<file path="config.mk">
export PLATFORM = sky130hd
export DESIGN_NAME = branch_predictor
export DESIGN_NICKNAME = d
export VERILOG_FILES = /design/src/rtl/branch_predictor.sv
export SDC_FILE = /design/constraint.sdc
export NUM_CORES = 2
export LEC_CHECK = 0
export BUFFER_PORTS_ARGS = -buffer_cell sky130_fd_sc_hd__clkbuf_2
export CAP_MARGIN = 30
export CORE_ASPECT_RATIO = 2
export CORE_MARGIN = 5
export CORE_UTILIZATION = 55
export CTS_CLUSTER_DIAMETER = 200
export DETAILED_ROUTE_END_ITERATION = 8
export HOLD_SLACK_MARGIN = 0.08
export PLACE_DENSITY = 0.73
export SYNTH_ARGS = -nofsm -noshare
export SYNTH_HDL_FRONTEND = slang
export SYNTH_SLANG_ARGS = --single-unit
</file>
<file path="constraint.sdc">
create_clock -name clk -period 8.6 [get_ports clk]
set_clock_uncertainty 0.2 [all_clocks]
set_input_delay 0.43 -clock clk [delete_from_list [all_inputs] [get_ports clk]]
set_output_delay 0.43 -clock clk [all_outputs]
set_load 0.02 [all_outputs]
</file>
<file path="src/rtl/branch_predictor.sv">
// Direct-mapped branch target buffer with per-entry saturating direction counters.
// Lookup is purely combinational; updates, invalidation and perf counters commit on clk.
module branch_predictor #(
    parameter int unsigned DATA_W  = 64,
    parameter int unsigned ENTRIES = 16,
    parameter int unsigned TAG_W   = 8,
    parameter int unsigned CNT_W   = 2
) (
    input  logic              clk,
    input  logic              arst_n,
    input  logic              en,
    input  logic [DATA_W-1:0] lookup_pc,
    output logic              pred_hit,
    output logic              pred_taken,
    output logic [DATA_W-1:0] pred_target,
    input  logic              upd_valid,
    input  logic [DATA_W-1:0] upd_pc,
    input  logic              upd_taken,
    input  logic              upd_jump,
    input  logic [DATA_W-1:0] upd_target,
    input  logic              upd_mispredict,
    input  logic              inv_all,
    output logic [31:0]       cnt_updates,
    output logic [31:0]       cnt_mispredicts
);

    localparam int unsigned IDX_W = $clog2(ENTRIES);

    localparam logic [CNT_W-1:0] CntMax = {CNT_W{1'b1}};
    localparam logic [CNT_W-1:0] CntWt  = CNT_W'(1 << (CNT_W - 1));
    localparam logic [CNT_W-1:0] CntWnt = CNT_W'((1 << (CNT_W - 1)) - 1);

    logic              valid_q [ENTRIES];
    logic [TAG_W-1:0]  tag_q   [ENTRIES];
    logic [CNT_W-1:0]  cnt_q   [ENTRIES];
    logic [DATA_W-1:0] tgt_q   [ENTRIES];

    logic [31:0] upd_cnt_q, upd_cnt_d;
    logic [31:0] mis_cnt_q, mis_cnt_d;

    // Bits outside index/tag fields carry no information for the table.
    logic unused_pc_bits;
    assign unused_pc_bits = ^{lookup_pc, upd_pc};

    logic [IDX_W-1:0] lk_idx;
    logic [TAG_W-1:0] lk_tag;

    assign lk_idx = lookup_pc[IDX_W+1:2];
    assign lk_tag = lookup_pc[IDX_W+TAG_W+1:IDX_W+2];

    always_comb begin
        pred_hit    = valid_q[lk_idx] && (tag_q[lk_idx] == lk_tag);
        pred_taken  = pred_hit && cnt_q[lk_idx][CNT_W-1];
        pred_target = pred_taken ? tgt_q[lk_idx] : lookup_pc + DATA_W'(4);
    end

    logic [IDX_W-1:0] up_idx;
    logic [TAG_W-1:0] up_tag;
    logic             up_hit;
    logic [CNT_W-1:0] up_cnt;
    logic             ent_wr;
    logic             tgt_wr;
    logic [CNT_W-1:0] cnt_d;

    assign up_idx = upd_pc[IDX_W+1:2];
    assign up_tag = upd_pc[IDX_W+TAG_W+1:IDX_W+2];
    assign up_hit = valid_q[up_idx] && (tag_q[up_idx] == up_tag);
    assign up_cnt = cnt_q[up_idx];

    always_comb begin
        ent_wr = 1'b0;
        tgt_wr = 1'b0;
        cnt_d  = up_cnt;
        // A same-cycle invalidate wins over the table write.
        if (en && upd_valid && !inv_all) begin
            if (up_hit) begin
                ent_wr = 1'b1;
                tgt_wr = upd_taken || upd_jump;
                if (upd_jump) begin
                    cnt_d = CntMax;
                end else if (upd_taken) begin
                    cnt_d = (up_cnt == CntMax) ? up_cnt : up_cnt + CNT_W'(1);
                end else begin
                    cnt_d = (up_cnt == '0) ? up_cnt : up_cnt - CNT_W'(1);
                end
            end else if (upd_taken || upd_jump) begin
                ent_wr = 1'b1;
                tgt_wr = 1'b1;
                cnt_d  = upd_jump ? CntMax : CntWt;
            end
        end
    end

    always_comb begin
        upd_cnt_d = upd_cnt_q;
        mis_cnt_d = mis_cnt_q;
        if (en && upd_valid) begin
            upd_cnt_d = upd_cnt_q + 32'd1;
            if (upd_mispredict) begin
                mis_cnt_d = mis_cnt_q + 32'd1;
            end
        end
    end

    always_ff @(posedge clk or negedge arst_n) begin
        if (!arst_n) begin
            for (int i = 0; i < int'(ENTRIES); i++) begin
                valid_q[i] <= 1'b0;
                tag_q[i]   <= '0;
                cnt_q[i]   <= CntWnt;
                tgt_q[i]   <= '0;
            end
        end else if (en && inv_all) begin
            for (int i = 0; i < int'(ENTRIES); i++) begin
                valid_q[i] <= 1'b0;
            end
        end else if (ent_wr) begin
            valid_q[up_idx] <= 1'b1;
            tag_q[up_idx]   <= up_tag;
            cnt_q[up_idx]   <= cnt_d;
            if (tgt_wr) begin
                tgt_q[up_idx] <= upd_target;
            end
        end
    end

    always_ff @(posedge clk or negedge arst_n) begin
        if (!arst_n) begin
            upd_cnt_q <= '0;
            mis_cnt_q <= '0;
        end else begin
            upd_cnt_q <= upd_cnt_d;
            mis_cnt_q <= mis_cnt_d;
        end
    end

    assign cnt_updates     = upd_cnt_q;
    assign cnt_mispredicts = mis_cnt_q;

endmodule

</file>
==> impl.org <==
** Routing
- Initial drt markers :: approximately 2200
- In the routed design, unresolved DRC markers number 0.
- Antenna Violating Nets Remaining :: 0
- Using the TritonRoute via totals, the vias-per-cell ratio works out to approximately 6.3.
- After detailed routing, the total wire length is between 100 and 150 mm.
- DRT Pass-1 Iters :: 5
- Wire length per cell :: between 20 and 30 um
- Total number of vias :: 34820

** Placement
- Cell Area, Placed :: around 63000 sq um
- Port buffering added between 200 and 300 buffers.
- Timing analysis after detailed placement gives a worst setup slack of 2.695 ns.
- Routability-driven placement finished with a final weighted congestion of about 0.85.
- After legalization and detailed placement, the total HPWL measured 88.91 mm.

** Setup path
- Required time at the endpoint of the critical path :: ~8.0 ns
- Critical Path Source Type :: primary input
- Kind of end point of the critical path :: output pin
- Worst-path maximum fanout :: 83
- Worst path arrival time :: around 5.1 ns
- The worst setup path is of the in2out kind.

** STA
- Based on the critical path, the design can be clocked at up to around 170 MHz.
- Total setup violations reported at the end of the flow :: 0
- Final Max Slew Viols :: 0
- Hold violation total from the final report :: 0
- Headroom to the max-slew limit :: 0.2502
- Worst setup slack after layout :: ~2.9 ns
- In the finished design, the share of the clock period the worst path needs comes to 0.6655.
- Setup repair after global routing left no endpoint under its margin.
- Accumulated negative setup slack :: 0 ns
- At the pin with the least slew margin, the transition time is roughly 1.1 ns.
- Fin crit period :: between 5 and 6 ns

** Floorplan
- Die area :: approximately 120000 sq um
- Site row count :: between 150 and 200
- For this design the top-level I/O count stands at 330.
- Placeable core region :: 108300 sq um
- In this run the vertical extent of the chip is about 480 um.
- For this configuration, the core starts out at a cell density of 0.5509.
- Die X-Extent :: 242.9 um

** Final layout
- For this run, the share of the core covered by cells in the final layout is 0.6202.
- The net count of the finished layout is approximately 4300.
- Post-route design area :: 67140 sq um
- Counting the fill cells in the layout gives 7990.
- From synthesis to final layout, the design area changed by 12.57%.
- In the final layout, the share of cells above drive strength 1 is 0.5107.

** Global routing
- Maximum number of pins on one net before global-route repair :: about 190
- The first global-routing pass estimated roughly 230 mm of wire.
- After global routing the overflow that remains totals 0.
- Initial antenna violation count :: 15
- GRT Total Usage :: 0.2609
- Number of global-route vias before repair :: roughly 38000

** Synthesis
- Top cells by area, synth :: sky130_fd_sc_hd__dfrtp_1 (52%), sky130_fd_sc_hd__mux2_2 (21%), sky130_fd_sc_hd__mux4_2 (15%)
- Fraction of synthesized cell area taken by the top area cell type :: 0.5236
- After synthesis, the share of flip-flops with an asynchronous set or reset is 1.000.
- Post-synthesis sequential element count :: roughly 1300
- Post-Syn Instances :: about 3800
- Post-synthesis cell type count :: 53
- Summed over all instances, the cell type with the most area after synthesis is sky130_fd_sc_hd__dfrtp_1.
- Synthesis produced a netlist with a net count of between 4000 and 5000.
- The synthesized netlist occupies a cell area of approximately 60000 sq um.
- Register area share after synthesis :: 0.5307
- In the synthesized netlist the dominant register cell turns out to be sky130_fd_sc_hd__dfrtp_1.
- Most numerous cell types in the synthesized netlist :: sky130_fd_sc_hd__dfrtp_1 (1248), sky130_fd_sc_hd__mux2_2 (1131), sky130_fd_sc_hd__mux4_2 (398)
- Most repeated cell in the gate-level netlist after synthesis :: sky130_fd_sc_hd__dfrtp_1
- Each instance of the synthesized netlist takes up on average between 15 and 20 sq um.
- The Yosys step of the flow raised 0 warnings.
- Number of enable-type register cells in the synthesized netlist :: 0

** Clock tree
- Clock-pin slew on the worst setup and hold paths :: roughly 0.06 ns
- The H-tree was split into 3 levels.
- TritonCTS built the clock tree.
- After clock tree synthesis, the repair step resized 0 gates.
- The clock passes through at most 3 buffers.
- The root buffer cell chosen for the clock tree is sky130_fd_sc_hd__clkbuf_16.
- The clock reaches the later pin of the worst-skew pair after around 0.73 ns.
- Buffers inserted by post-CTS timing repair :: 0
- For this design, the sink count on the clock tree is about 1300.
- CTS Buf Count :: 109
- Hold repair after CTS inserted approximately 80 buffers.

** Power and ir drop
- For this design the ratio of total power to cell area is 206.1 nW/um^2.
- VDD sags by at most about 0.16 mV.
- Power after layout :: between 10000 and 15000 uW
- Static leakage :: 0.03094 uW

** Job
- Max-cap violations in this run came to 0.

** Outcome
- Result of the run :: completed

** Min path
- The tightest min-delay check is of the in2reg type.
## critical path, stage by stage
cell and delay (ns):
sky130_fd_sc_hd__clkbuf_8 0.69, sky130_fd_sc_hd__buf_4 0.72, sky130_fd_sc_hd__mux4_2 0.60, sky130_fd_sc_hd__xnor2_1 0.17, sky130_fd_sc_hd__nand2_1 0.08, sky130_fd_sc_hd__or3b_1 0.35, sky130_fd_sc_hd__or4_4 0.76, sky130_fd_sc_hd__buf_4 0.26
sky130_fd_sc_hd__buf_16 0.21, sky130_fd_sc_hd__a21oi_1 0.43, sky130_fd_sc_hd__clkbuf_2 0.26
## placed cells by master (no fill, tap or decap), types with 5 or more instances in the layout
master / count
sky130_fd_sc_hd__dfrtp_1: 1248
sky130_fd_sc_hd__mux2_2: 1131
sky130_fd_sc_hd__mux4_2: 398
sky130_fd_sc_hd__clkbuf_2: 271
sky130_fd_sc_hd__clkbuf_16: 111
sky130_fd_sc_hd__nor2_1: 106
sky130_fd_sc_hd__dlygate4sd3_1: 81
sky130_fd_sc_hd__xnor2_1: 79
sky130_fd_sc_hd__nand2_1: 77
sky130_fd_sc_hd__mux2_1: 64
sky130_fd_sc_hd__a21oi_1: 61
sky130_fd_sc_hd__xor2_1: 56
sky130_fd_sc_hd__nand3_1: 53
sky130_fd_sc_hd__buf_4: 51
sky130_fd_sc_hd__mux2i_1: 30
sky130_fd_sc_hd__and3_1: 28
sky130_fd_sc_hd__clkinv_2: 27
sky130_fd_sc_hd__clkbuf_8: 26
sky130_fd_sc_hd__clkbuf_1: 19
sky130_fd_sc_hd__nand4_1: 17
sky130_fd_sc_hd__nor3_1: 16
sky130_fd_sc_hd__nor2_4: 16
sky130_fd_sc_hd__o21a_1: 16
sky130_fd_sc_hd__dfstp_2: 16
sky130_fd_sc_hd__inv_1: 11
sky130_fd_sc_hd__a211oi_4: 11
sky130_fd_sc_hd__buf_12: 10
sky130_fd_sc_hd__nor2b_1: 9
sky130_fd_sc_hd__a22oi_1: 9
sky130_fd_sc_hd__diode_2: 8
sky130_fd_sc_hd__and4_1: 7
sky130_fd_sc_hd__bufinv_16: 7
sky130_fd_sc_hd__buf_8: 7
sky130_fd_sc_hd__buf_16: 7
sky130_fd_sc_hd__mux2_4: 6
sky130_fd_sc_hd__clkinvlp_4: 6
sky130_fd_sc_hd__and2_1: 5
sky130_fd_sc_hd__o21ai_0: 5
sky130_fd_sc_hd__nand2b_1: 5
sky130_fd_sc_hd__a2111oi_4: 5
## power by group
group,total [uW],internal (uW),switching [uW],leakage [uW]
combinational,1790,1010,786,0.0121
clock,5110,2820,2290,0.00184
sequential,6940,6590,350,0.0170
total,13800,10400,3430,0.0309
## final timing paths
check | startpoint | end | slack [ns] | cells past startpoint
setup / recovery | lookup_pc[4] | pred_target[9] | 2.88 | 11
hold / removal | upd_jump | cnt_q[4] | 0.20 | 5
setup reg to reg | tag_q[47] | cnt_q[15] | 4.30 | 10
hold reg to reg | cnt_mispredicts[31] | cnt_mispredicts[31] | 0.27 | 1
max in group asynchronous | arst_n | cnt_mispredicts[28] | 5.62 | 5
min in group asynchronous | arst_n | tgt_q[763] | 0.61 | 3
## logic make-up (layout without fill, tap and decap cells)
family | Yosys count | in the layout | share of synthesized area
AO/OA/AOI/OAI | 124 | 124 | 0.01460
buffers and inverters | 326 | 648 | 0.02314
adder cells (fa/ha/maj) | 4 | 4 | 0.0007972
multiplexers | 1629 | 1629 | 0.3824
other | 0 | 8 | 0
AND/OR/NAND/NOR | 359 | 359 | 0.02853
flip-flops | 1264 | 1264 | 0.5307
XOR/XNOR | 135 | 135 | 0.01982
## flip-flops by register name, summed over array words and instances, names as in the netlist
name,flops
tgt_q,1024
tag_q,128
cnt_mispredicts,32
cnt_q,32
cnt_updates,32
valid_q,16
## cell type report
cell class	count	area [sq um]	share of cell area
Sequential cell	1264	31650	0.4714
Multi-Input combinational cell	2251	26880	0.4003
Clock buffer	155	3193	0.04756
Timing Repair Buffer	431	3089	0.04601
Tap cell	1384	1732	0.02579
Clock inverter	51	535.5	0.007976
Inverter	11	41.29	0.0006150
Antenna cell	8	20.02	0.0002982
## metrics by stage
stage	hold WS, ns	std cells
after global routing	0.2592	5552
after detailed placement	0.2422	5257
after CTS	0.1324	5544
after floorplan	-0.06559	3841
after global placement	0.2368	5246
final	0.2018	5555
## metal layers
layer / GRT usage / vias up / wire length (um)
li1: - / 14730 / -
met1: 0.3469 / 18870 / 61020
met2: 0.4431 / 935 / 75810
met3: 0.04328 / 275 / 7483
met4: 0.08746 / 14 / 5200
met5: 0 / - / 84
(Power assumes the default switching activity.)
